## src/rtl/bitinfo_reader.sv

```systemverilog
// bitinfo_reader: reads a bitinfo image from memory and streams its entries.
//
// On a start pulse the FSM walks a bitinfo image held in a synchronous memory
// with a one-cycle read latency. It checks the magic word, captures the version
// and entry count, and then streams every entry word on a valid/ready port.
//
// Image layout (word i at BASE_ADDR + 4*i):
//   w0 magic, w1 version, w2 entry count N, then N*ENTRY_WORDS entry words.
//
// Optional feature (macro BITINFO_CHECKSUM_EN): the image carries one extra
// word after the last entry. That word is the XOR of all preceding words, and
// it is read and checked before done is set.
//
// Ports:
//   clk, rst          clock; synchronous active-high reset
//   start             begin a walk (sampled only when idle)
//   busy              walk in progress
//   done, error       sticky status; both cleared by the next accepted start
//   err_code          0 none, 1 bad magic, 2 count too large, 3 checksum mismatch
//   version           captured w1
//   num_entries       captured w2[15:0]
//   mem_en, mem_addr  memory read request (byte address, word aligned)
//   mem_dout          memory read data, valid one cycle after mem_en
//   out_valid, out_ready, out_data, out_idx, out_last   entry word stream
module bitinfo_reader #(
  parameter logic [31:0] BASE_ADDR   = 32'h0,
  parameter logic [31:0] MAGIC       = 32'h0BF1_B17F,
  parameter int unsigned ENTRY_WORDS = 4,
  parameter int unsigned MAX_ENTRIES = 64
) (
  input  logic        clk,
  input  logic        rst,
  input  logic        start,
  output logic        busy,
  output logic        done,
  output logic        error,
  output logic [1:0]  err_code,
  output logic [31:0] version,
  output logic [15:0] num_entries,
  output logic        mem_en,
  output logic [31:0] mem_addr,
  input  logic [31:0] mem_dout,
  output logic        out_valid,
  input  logic        out_ready,
  output logic [31:0] out_data,
  output logic [15:0] out_idx,
  output logic        out_last
);

  typedef enum logic [2:0] {StIdle, StReq, StCap, StEmit, StFin} state_e;

  localparam logic [4:0]  KLast = 5'(ENTRY_WORDS - 1);
  localparam logic [31:0] MaxN  = 32'(MAX_ENTRIES);

  state_e      state;
  logic [29:0] wcnt;   // word index of the read in flight
  logic [15:0] ent;    // entry index of the current entry word
  logic [4:0]  k;      // word index within the current entry
  logic [29:0] wnext;
  logic [31:0] next_addr;

`ifdef BITINFO_CHECKSUM_EN
  logic [31:0] xsum;      // running XOR of every word captured so far
  logic        ck_phase;  // the read in flight is the trailing checksum word
`endif

  assign wnext     = wcnt + 30'd1;
  assign next_addr = BASE_ADDR + {wnext, 2'b00};

  always_ff @(posedge clk) begin
    if (rst) begin
      state       <= StIdle;
      wcnt        <= '0;
      ent         <= '0;
      k           <= '0;
      busy        <= 1'b0;
      done        <= 1'b0;
      error       <= 1'b0;
      err_code    <= 2'd0;
      version     <= '0;
      num_entries <= '0;
      mem_en      <= 1'b0;
      mem_addr    <= '0;
      out_valid   <= 1'b0;
      out_data    <= '0;
      out_idx     <= '0;
      out_last    <= 1'b0;
`ifdef BITINFO_CHECKSUM_EN
      xsum        <= '0;
      ck_phase    <= 1'b0;
`endif
    end else begin
      // mem_en is a single-cycle pulse issued on entry to StReq
      mem_en <= 1'b0;
      case (state)
        StIdle: begin
          if (start) begin
            done        <= 1'b0;
            error       <= 1'b0;
            err_code    <= 2'd0;
            busy        <= 1'b1;
            version     <= '0;
            num_entries <= '0;
            wcnt        <= '0;
            ent         <= '0;
            k           <= '0;
            mem_en      <= 1'b1;
            mem_addr    <= BASE_ADDR;
            state       <= StReq;
`ifdef BITINFO_CHECKSUM_EN
            xsum        <= '0;
            ck_phase    <= 1'b0;
`endif
          end
        end

        StReq: state <= StCap;

        StCap: begin
`ifdef BITINFO_CHECKSUM_EN
          if (ck_phase) begin
            busy  <= 1'b0;
            state <= StIdle;
            if (mem_dout == xsum) begin
              done <= 1'b1;
            end else begin
              error    <= 1'b1;
              err_code <= 2'd3;
            end
          end else begin
            xsum <= xsum ^ mem_dout;
`endif
            if (wcnt == 30'd0 && mem_dout != MAGIC) begin
              busy     <= 1'b0;
              error    <= 1'b1;
              err_code <= 2'd1;
              state    <= StIdle;
            end else if (wcnt == 30'd2 && mem_dout > MaxN) begin
              busy     <= 1'b0;
              error    <= 1'b1;
              err_code <= 2'd2;
              state    <= StIdle;
            end else if (wcnt == 30'd2 && mem_dout == 32'd0) begin
              state <= StFin;
            end else if (wcnt < 30'd3) begin
              if (wcnt == 30'd1) version <= mem_dout;
              if (wcnt == 30'd2) num_entries <= mem_dout[15:0];
              wcnt     <= wnext;
              mem_addr <= next_addr;
              mem_en   <= 1'b1;
              state    <= StReq;
            end else begin
              out_data  <= mem_dout;
              out_idx   <= ent;
              out_last  <= (ent == num_entries - 16'd1) && (k == KLast);
              out_valid <= 1'b1;
              state     <= StEmit;
            end
`ifdef BITINFO_CHECKSUM_EN
          end
`endif
        end

        StEmit: begin
          // Next read is only issued once the current word is accepted
          if (out_ready) begin
            out_valid <= 1'b0;
            if (out_last) begin
              state <= StFin;
            end else begin
              wcnt     <= wnext;
              mem_addr <= next_addr;
              mem_en   <= 1'b1;
              state    <= StReq;
              if (k == KLast) begin
                k   <= '0;
                ent <= ent + 16'd1;
              end else begin
                k <= k + 5'd1;
              end
            end
          end
        end

        StFin: begin
`ifdef BITINFO_CHECKSUM_EN
          // Checksum word sits directly after the last word consumed
          ck_phase <= 1'b1;
          wcnt     <= wnext;
          mem_addr <= next_addr;
          mem_en   <= 1'b1;
          state    <= StReq;
`else
          done  <= 1'b1;
          busy  <= 1'b0;
          state <= StIdle;
`endif
        end

        default: state <= StIdle;
      endcase
    end
  end

endmodule

```

## config.mk

```make
export PLATFORM = sky130hd
export DESIGN_NAME = bitinfo_reader
export DESIGN_NICKNAME = d
export VERILOG_FILES = /design/src/rtl/bitinfo_reader.sv
export SDC_FILE = /design/constraint.sdc
export NUM_CORES = 1
export LEC_CHECK = 0
export CORE_MARGIN = 4
export CORE_UTILIZATION = 57
export CTS_CLUSTER_DIAMETER = 30
export DETAILED_ROUTE_END_ITERATION = 8
export DONT_BUFFER_PORTS = 1
export PLACE_DENSITY = 0.75
export SETUP_SLACK_MARGIN = 0.05
export SYNTH_ARGS = -nofsm -noshare
export SYNTH_HDL_FRONTEND = slang
export SYNTH_SLANG_ARGS = --single-unit
```

## constraint.sdc

```tcl
create_clock -name clk -period 2.5 [get_ports clk]
set_clock_uncertainty 0.15 [all_clocks]
set_input_delay 0.5 -clock clk [delete_from_list [all_inputs] [get_ports clk]]
set_output_delay 0.5 -clock clk [all_outputs]
set_load 0.02 [all_outputs]
```

==> qor.csv, run 1 <==
metric,value,unit
status,finished clean,
yosys_warnings,0,
insertedDiodeCount,0,
grt_pass1_vias,7401,
overflow,0,
netlist_area,7680,sq um
finalNetCount,1039,
grt_use_total,32.5,%
ant_nets,0,
setup_viol_count_final,0,
grt_max_degree,76,
gp_congestion,0.904,
fin_hold_ws,0.0213,ns
ys_ff_latch,158,
yosys_most_used_dff,dfxtp_1,
synth_top_area_share,41.2,%
arrival,2.61,ns
worst_pin_slew,1.21,ns
period_share,99.0,%
rsz0062_at_grt,true,
grt_pass1_wl,39100,um
synthTopCellsByArea,"dfxtp_1 (41%), nand3_1 (6.8%), mux2i_1 (5.7%), a21oi_1 (5.0%), o21ai_0 (4.1%)",
die_h,124,um
pwr_density_cell,596,nW/um^2
synth-seq-area-share,41.2,%
place_area,8620,sq um
pre_cts_ws,-0.273,ns
cp.required,2.64,ns
start_kind,flip-flop,
cp_max_fo,8,
critical_path_class,flip-flop to flip-flop,
antenna_found_initial,0,
cts_sinks,158,
h-tree-depth,4,
core,13200,sq um
die_area,15400,sq um
fillerInstances,986,
timing.final.crit_period,2.48,ns
layout-drive-gt1-share,21.2,%
critPathCaptureType,flip-flop,
drtIter0Drc,812,
clk_path_buf_depth,2,
synthCells,917,
clkTransAtPathRegs,0.06,ns
maxCapViolCount,0,
fmax,0.404,GHz
drt-total-wl,26000,um
fin_area,9670,sq um
netlist_top_cells_count,"dfxtp_1 (158), nand3_1 (104), a21oi_1 (76), nand2_1 (76), o21ai_0 (63)",
max_slew_margin,19.3,%
setup_ws,0.0245,ns
die_w,124,um
dr.pass1.iters,5,
fp-row-count,42,
async_reset_ff_share,0,%
cts_tree,built,
synth_edf_count,0,
via_count,7776,
placed_cells,1136,
vdd_drop_max,463,uV
cts_buffers,17,
initial_core_util,58.0,%
setup-tns-final,0,ns
clock_tree.root_cell,clkbuf_16,
clk_latency,0.42,ns
dpl.hpwl,17000,um
drc,0,
ios,172,
p_total,5.76,mW
ys_types,68,
yosysMostFrequentCell,dfxtp_1,
port_buffers,0,
instances_no_fill,1184,
power_leakage,3.48,nW
timing_hold_violations_final,0,
wl_per_cell,22.0,um
avgSynthCellArea,8.38,sq um
final-max-slew-violation-count,0,
vias_per_cell,6.57,
syn2layout_area_growth,25.8,%
hp-class,input pin to flip-flop,
final_util,73.0,%
yosys.area.top_type,dfxtp_1,
[logic make-up after synthesis]
group / after synthesis / synth area share [%]
AOI/OAI and AO/OA: 210 / 17.3
xor gates and xnor gates: 39 / 4.45
adders and majority gates: 7 / 1.14
buffers and inverters: 89 / 4.80
DFF: 158 / 41.2
muxes: 44 / 5.73
other: 1 / 0.0488
and+or+nand+nor: 369 / 25.3
[registers in the layout, summed over array words and instances, names as in the netlist]
name	count
mem_en	1
error	1
err_code	2
busy	1
out_valid	1
k	5
out_last	1
state	3
mem_addr	30
ent	16
num_entries	16
out_data	32
out_idx	16
done	1
version	32
[layer usage]
metal	global-route usage [%]	vias up	wire length [um]
met5	0	-	0
met4	12.8	0	755
met3	12.5	69	3310
met2	50.6	501	12200
met1	40.7	3712	9780
li1	-	3494	-
[worst max-delay path: stages (launching register included)]
cell	delay, ns
dfxtp_2	0.34
nor4_4	0.38
nand4_4	0.15
buf_8	0.18
o31ai_4	0.24
nand2_4	0.11
buf_12	0.14
buf_4	0.15
o311ai_0	0.34
o31ai_1	0.15
[cell type report]
cell class,count,area (sq um),area share [%]
repair buffers,131,1180,12.2
well taps,176,220,2.28
inverters,16,60.1,0.621
clock inverters,11,143,1.48
clock buffers,20,447,4.62
flip-flops and latches,158,3180,32.9
multi-input cells,672,4440,45.9
[what timing repair did]
item                                    in CTS  in global routing
endpoints found under the setup margin      82                111
hold endpoints to repair                    15                  2
pin swaps                                    4                 20
cloned                                       1                  2
gates resized for setup                     17                 44
buffers inserted                             1                  6
hold buffers                                 5                  2
[final timing paths]
path                                     start        endpoint  slack [ns]  depth (start not counted)
worst max-delay path              mem_addr[14]    mem_addr[15]        0.02                          9
worst min-delay path                 out_ready       out_valid        0.02                          1
worst max register to register    mem_addr[14]    mem_addr[15]        0.02                          9
worst min register to register  num_entries[1]  num_entries[1]        0.36                          2
[where the power goes]
part           internal [mW]  switching (mW)  total (mW)
Sequential              2.54          0.0308        2.57
Clock                   1.58            1.02        2.61
Combinational          0.238           0.351       0.590
Total                   4.36            1.41        5.76
[cells in the final DEF (no fill, tap or decap), drive strengths merged, types with 8 or more instances in the layout]
cell type	Yosys	layout
dfxtp	158	158
buf	17	123
nand3	104	104
nand2	77	77
a21oi	76	76
o21ai	64	64
nor2	47	47
mux2i	44	44
xnor2	23	23
nand4	23	23
clkbuf	56	21
nor3	21	21
nor4	20	20
xor2	16	16
inv	16	16
o31ai	11	11
and3	10	10
nor3b	10	10
o311ai	10	10
and2	9	9
or4	9	9
or3	8	8
a211oi	8	8
No activity file was read; power rests on OpenSTA's default activity.
==> inputs of run 2 (changes only) <==
- SLEW_MARGIN: unset -> 20
==> run 2 against run 1 <==
Effect of this change:
- critical path depth unchanged
- critical endpoint unchanged
- sequential cell count unchanged
- highest routed layer unchanged
- worst hold slack better by 0.0041 ns
- clock power about the same
==> qor.csv, run 2 (same netlist as run 1, synthesis figures left out) <==
metric,value,unit,change
ant_nets,0,,unchanged
antenna_found_initial,0,,unchanged
combPwrFrac,10.2,%,about the same
critPathSlowestCell,nor4_4,,unchanged
initial_core_util,58.0,%,unchanged
max_slew_margin,37.5,%,was 19.3%
drt-total-wl,26000,um,about the same
worst_pin_slew,0.934,ns,was 1.21 ns
maxCapViolCount,0,,unchanged
rr_endpoint,mem_addr[15],,unchanged
overflow,0,,unchanged
drc,0,,unchanged
cpPeakStageDelay,0.39,ns,was 0.38 ns
cts_sinks,158,,unchanged
arrival,2.62,ns,was 2.61 ns
clock_tree.root_cell,clkbuf_16,,unchanged
h-tree-depth,4,,unchanged
core,13200,sq um,unchanged
critPathTopFamily,compound AO/OA/AOI/OAI gates,,unchanged
setup_viol_count_final,0,,unchanged
vdd_drop_max,459,uV,was 463 uV
internal_power,4.36,mW,about the same
path_cells,"nor4_4, nand4_4, buf_8, o31ai_4, nand2_4, buf_12, buf_4, o311ai_0, o31ai_1",,unchanged
rsz0062_at_grt,true,,unchanged
grt_pass1_vias,7401,,unchanged
fillerInstances,987,,was 986
clk_path_buf_depth,2,,unchanged
cp.required,2.64,ns,about the same
vias_per_cell,6.58,,was 6.57
finalNetCount,1039,,unchanged
crit_buf_inv,3,,unchanged
pre_cts_ws,-0.273,ns,unchanged
final_util,73.0,%,about the same
die_area,15400,sq um,unchanged
r2r_slack,0.02,ns,about the same
power_leakage,3.48,nW,about the same
p_seq_share,44.6,%,was 44.5%
dpl.hpwl,17000,um,unchanged
pwr_density_cell,596,nW/um^2,about the same
cp_max_fo,8,,unchanged
die_h,124,um,unchanged
critPathCaptureType,flip-flop,,unchanged
mostFrequentLayoutCell,dfxtp_1,,unchanged
period_share,99.4,%,was 99.0%
switching_power,1.40,mW,was 1.41 mW
status,finished clean,,unchanged
swShare,24.3,%,was 24.4%
dr.pass1.iters,6,,was 5
die_w,124,um,unchanged
clkTransAtPathRegs,0.06,ns,about the same
placed_cells,1136,,unchanged
r2r_cells,9,,unchanged
critical_path_class,flip-flop to flip-flop,,unchanged
cts_buffers,17,,unchanged
hp-class,input pin to flip-flop,,unchanged
port_buffers,0,,unchanged
crit_end,mem_addr[15],,unchanged
wl_per_cell,22.0,um,about the same
start_kind,flip-flop,,unchanged
grt_pass1_wl,39100,um,unchanged
fp-row-count,42,,unchanged
pwr-share-clk,45.2,%,about the same
timing.rr.start,mem_addr[14],,unchanged
reg_top3,"out_data: 32 flops, version: 32 flops, mem_addr: 30 flops",,unchanged
layout-drive-gt1-share,21.3,%,was 21.2%
fin_hold_ws,0.0254,ns,was 0.0213 ns
final_cell_mix,"dfxtp_1 (148), buf_4 (106), nand3_1 (102)",,unchanged
timing_hold_violations_final,0,,unchanged
cp-startpoint,mem_addr[14],,unchanged
final-max-slew-violation-count,0,,unchanged
insertedDiodeCount,0,,unchanged
fmax,0.403,GHz,was 0.404 GHz
drtIter0Drc,826,,was 812
via_count,7788,,was 7776
timing.final.crit_period,2.48,ns,about the same
grt_max_degree,76,,unchanged
gp_congestion,0.904,,unchanged
cts_tree,built,,unchanged
ios,172,,unchanged
crit_cells,9,,unchanged
grt_use_total,32.5,%,unchanged
p_total,5.76,mW,about the same
instances_no_fill,1184,,unchanged
clk_latency,0.42,ns,about the same
syn2layout_area_growth,25.7,%,was 25.8%
setup_ws,0.0162,ns,was 0.0245 ns
[run 2: layout make-up]
cell class	count	area, sq um	area share (%)
inverter	16	60.1	0.622
clock buffer	20	447	4.62
clock inverter	11	143	1.48
timing repair buffer	131	1180	12.2
sequential	158	3180	32.9
multi-input combinational	672	4440	46.0
tap	176	220	2.28
[run 2: power by group through the flow]
stage | logic, mW | clock network, mW | registers [mW]
2_1_floorplan | 0.313 | 0 | 2.62
3_3_place_gp | 0.467 | 0 | 2.62
3_5_place_dp | 0.480 | 0 | 2.62
4_1_cts | 0.535 | 2.63 | 2.57
5_1_grt | 0.619 | 2.74 | 2.57
6_report | 0.589 | 2.60 | 2.57
[run 2: what timing repair did]
| item | 4_1_cts | 5_1_grt |
|---|---|---|
| hold buffers | 5 | 2 |
| gates resized for setup | 17 | 44 |
| endpoints found under the hold margin | 15 | 2 |
| pin swaps | 4 | 20 |
| cloned | 1 | 2 |
| setup buffers | 1 | 6 |
| setup endpoints to repair | 82 | 108 |
[run 2: layer usage]
layer | routed length [um] | global-route usage, % | up-vias
met5 | 0 | 0 | -
met4 | 781 | 12.8 | 0
met3 | 3250 | 12.5 | 76
met2 | 12100 | 50.6 | 495
met1 | 9890 | 40.7 | 3722
li1 | - | - | 3495
[run 2: worst min-delay path by stage]
stage                    from             end  cells past startpoint
2_1_floorplan            k[1]            k[1]                      2
3_3_place_gp   num_entries[1]  num_entries[1]                      2
3_5_place_dp             k[4]            k[4]                      2
4_1_cts                   rst     out_data[1]                      1
5_1_grt             out_ready       out_valid                      1
6_report            out_ready       out_valid                      1
[run 2: metrics by stage]
stage	instance area, sq um	setup TNS [ns]
floorplan	7730	0
CTS	9380	0
finish	9660	0
detailed placement	8620	-9.53
global route	9660	-0.125
global placement	8620	-6.88
==> inputs of run 3 (changes only) <==
- CTS_CLUSTER_SIZE: unset -> 14
==> results of run 3 <==
Same layout as run 2: the final DEF is identical, and so are final timing and power.
==> RTL change (flow settings as in run 3) <==
Build with the macro `BITINFO_CHECKSUM_EN` defined.
--- a/src/rtl/bitinfo_reader.sv
+++ b/src/rtl/bitinfo_reader.sv
@@ -22,6 +22,8 @@
 //   mem_en, mem_addr  memory read request (byte address, word aligned)
 //   mem_dout          memory read data, valid one cycle after mem_en
 //   out_valid, out_ready, out_data, out_idx, out_last   entry word stream
+`define BITINFO_CHECKSUM_EN
+
 module bitinfo_reader #(
   parameter logic [31:0] BASE_ADDR   = 32'h0,
   parameter logic [31:0] MAGIC       = 32'h0BF1_B17F,
Check against the original RTL: not settled (the Yosys comparison gave no result); the edit may change what the design does.
==> RTL change against run 3 <==
The flow now finishes with violations (negative hold slack, negative setup slack); routed wire length up 1.0%; utilization up 0.12 points; synthesized area up 19%; power up 16%; critical path depth unchanged; sequential power up 22%; critical endpoint is now mem_addr[23]$_SDFFE_PP0P_; sequential cell count up 33; global-route usage down 5.3 points; critical path type unchanged; setup slack worse by 0.36 ns; design area up 20%.
==> RTL change: results (changes against run 3) <==
\begin{tabular}{lr}
\hline
Metric & Value \\
\hline
\multicolumn{2}{l}{\textbf{Outcome}} \\
\quad Result of the run & complete, but fails checks \\
\quad Failing checks & negative hold slack, negative setup slack \\
\multicolumn{2}{l}{\textbf{Yosys}} \\
\quad Top cells by area in the synthesized netlist & dfxtp\_1, nor2\_1, mux2i\_1 \\
\quad Number of unique standard cell types used by synthesis & 61 (-10\%) \\
\quad Most used standard cells in the synthesized netlist & nor2\_1, dfxtp\_1, nand2\_1 \\
\multicolumn{2}{l}{\textbf{Routing}} \\
\quad DR vias & 8569 (+10\%) \\
\quad Final WL & 26300 µm (+1.0\%) \\
\multicolumn{2}{l}{\textbf{Global route}} \\
\quad First-pass GRT wire length & 40500 µm (+3.6\%) \\
\quad Largest net degree at the start of global routing & 119 (+57\%) \\
\quad Number of global-route vias before repair & 7972 (+7.7\%) \\
\multicolumn{2}{l}{\textbf{Place}} \\
\quad Placed Cells & 1380 (+21\%) \\
\quad Placer congestion estimate & 0.907 (+0.38\%) \\
\quad Placed wire-length estimate after detailed placement & 17300 µm (+1.9\%) \\
\multicolumn{2}{l}{\textbf{Critical path}} \\
\quad Worst r2r src & mem\_addr[31]\$\_SDFFE\_PP0P\_ \\
\quad Capture instance of the worst register-to-register path & mem\_addr[23]\$\_SDFFE\_PP0P\_ \\
\quad Critical path destination & mem\_addr[23]\$\_SDFFE\_PP0P\_ \\
\quad Slowest cell delay on critical path & 0.51 ns (+0.12 ns) \\
\quad Top fanout value on the critical path & 22 (+14) \\
\multicolumn{2}{l}{\textbf{Pwr}} \\
\quad Leak & 4.72 nW (+36\%) \\
\quad IR drop worst, VDD & 581 µV (+27\%) \\
\multicolumn{2}{l}{\textbf{Layout}} \\
\quad Total number of nets in the final design & 1251 (+20\%) \\
\quad Number of inserted filler cells in the final layout & 1153 (+17\%) \\
\quad Registers with the most flip-flops & out\_data x32, version x32, xsum x32 \\
\quad Ratio of cells with drive above 1 in the final layout & 24.9\% (+3.6 points) \\
\multicolumn{2}{l}{\textbf{Timing}} \\
\quad Count of endpoints failing hold in the final timing report & 10 (+10) \\
\quad Final setup violating endpoints & 136 (+136) \\
\quad Crit path setup slack, layout & -0.345 ns (-0.362 ns) \\
\quad Worst hold slack across all endpoints & -0.0169 ns (-0.0422 ns) \\
\hline
\end{tabular}
==> RTL change: cell count changes in the layout (fill, tap and decap cells not counted), moves of 9 or more <==
cell | before | now
nor3b_1 | 10 | 0
xnor2_1 | 23 | 43
nor2_1 | 44 | 185
a31o_2 | 0 | 19
a21oi_1 | 74 | 65
dfxtp_1 | 148 | 173
nand3_1 | 102 | 33
nand2_1 | 76 | 103
o21ai_1 | 1 | 10
or3_1 | 7 | 17
==> RTL change: critical path: cells and delay by family, from the launching register on <==
kind                   cells  cell delay, ns
flip-flops                 1            0.33
AND/OR/NAND/NOR            4            1.38
buffers and inverters      2            0.31
AO/OA/AOI/OAI              3            0.58
==> RTL change: area by class of cell <==
| cell class | instances | area (µm²) | share of cell area [%] |
|---|---|---|---|
| Clock inverter | 12 | 146 | 1.27 |
| Sequential cell | 191 | 3860 | 33.3 |
| Inverter | 12 | 50.0 | 0.433 |
| Timing Repair Buffer | 141 | 1320 | 11.4 |
| Clock buffer | 20 | 447 | 3.86 |
| Tap cell | 216 | 270 | 2.34 |
| Multi-Input combinational cell | 845 | 5480 | 47.4 |
==> RTL change: power breakdown <==
| group | switching, mW | internal (mW) | total (mW) |
|---|---|---|---|
| registers | 0.0516 | 3.08 | 3.13 |
| clock network | 1.29 | 1.45 | 2.74 |
| logic | 0.437 | 0.359 | 0.796 |
==> RTL change: metrics by stage <==
step / power, mW / TNS [ns] / instance area, µm² / util (%) / setup slack, ns
final: 6.66 / -35.01 / 11600 / 73.1 / -0.345
after global routing: 6.86 / -42.23 / 11600 / 73.1 / -0.390
after CTS: 6.57 / -25.48 / 11100 / 70.3 / -0.253
after detailed placement: 3.80 / -30.61 / 10200 / 64.6 / -0.318
after global placement: 3.78 / -29.37 / 10200 / 64.6 / -0.295
after floorplan: 3.67 / -9.29 / 9450 / - / -0.167
==> RTL change: cell families (layout without fill, tap and decap cells) <==
| family | after synthesis | after routing | share of synthesized area [%] |
|---|---|---|---|
| other | 1 | 2 | 0.0410 |
| AND/OR/NAND/NOR | 487 | 487 | 25.4 |
| XOR/XNOR | 69 | 69 | 6.61 |
| AO/OA/AOI/OAI | 228 | 228 | 15.2 |
| buffers and inverters | 96 | 185 | 4.27 |
| multiplexers | 52 | 52 | 5.69 |
| adder cells (fa/ha/maj) | 7 | 7 | 0.958 |
| flip-flops | 191 | 191 | 41.8 |
==> RTL change: repair_timing <==
item	4_1_cts	5_1_grt
setup buffers	9	7
hold endpoints to repair	91	64
cloned	3	5
endpoints found under the setup margin	140	178
pin swaps	24	32
gates resized for setup	54	62
==> RTL change: per-layer routing <==
layer | vias up | share of wire (%) | track usage (%)
li1 | 4120 | - | -
met1 | 4103 | 41 | 33.1
met2 | 287 | 50 | 46.5
met3 | 59 | 6.9 | 7.27
met4 | 0 | 2.8 | 9.79
met5 | - | 0 | 0
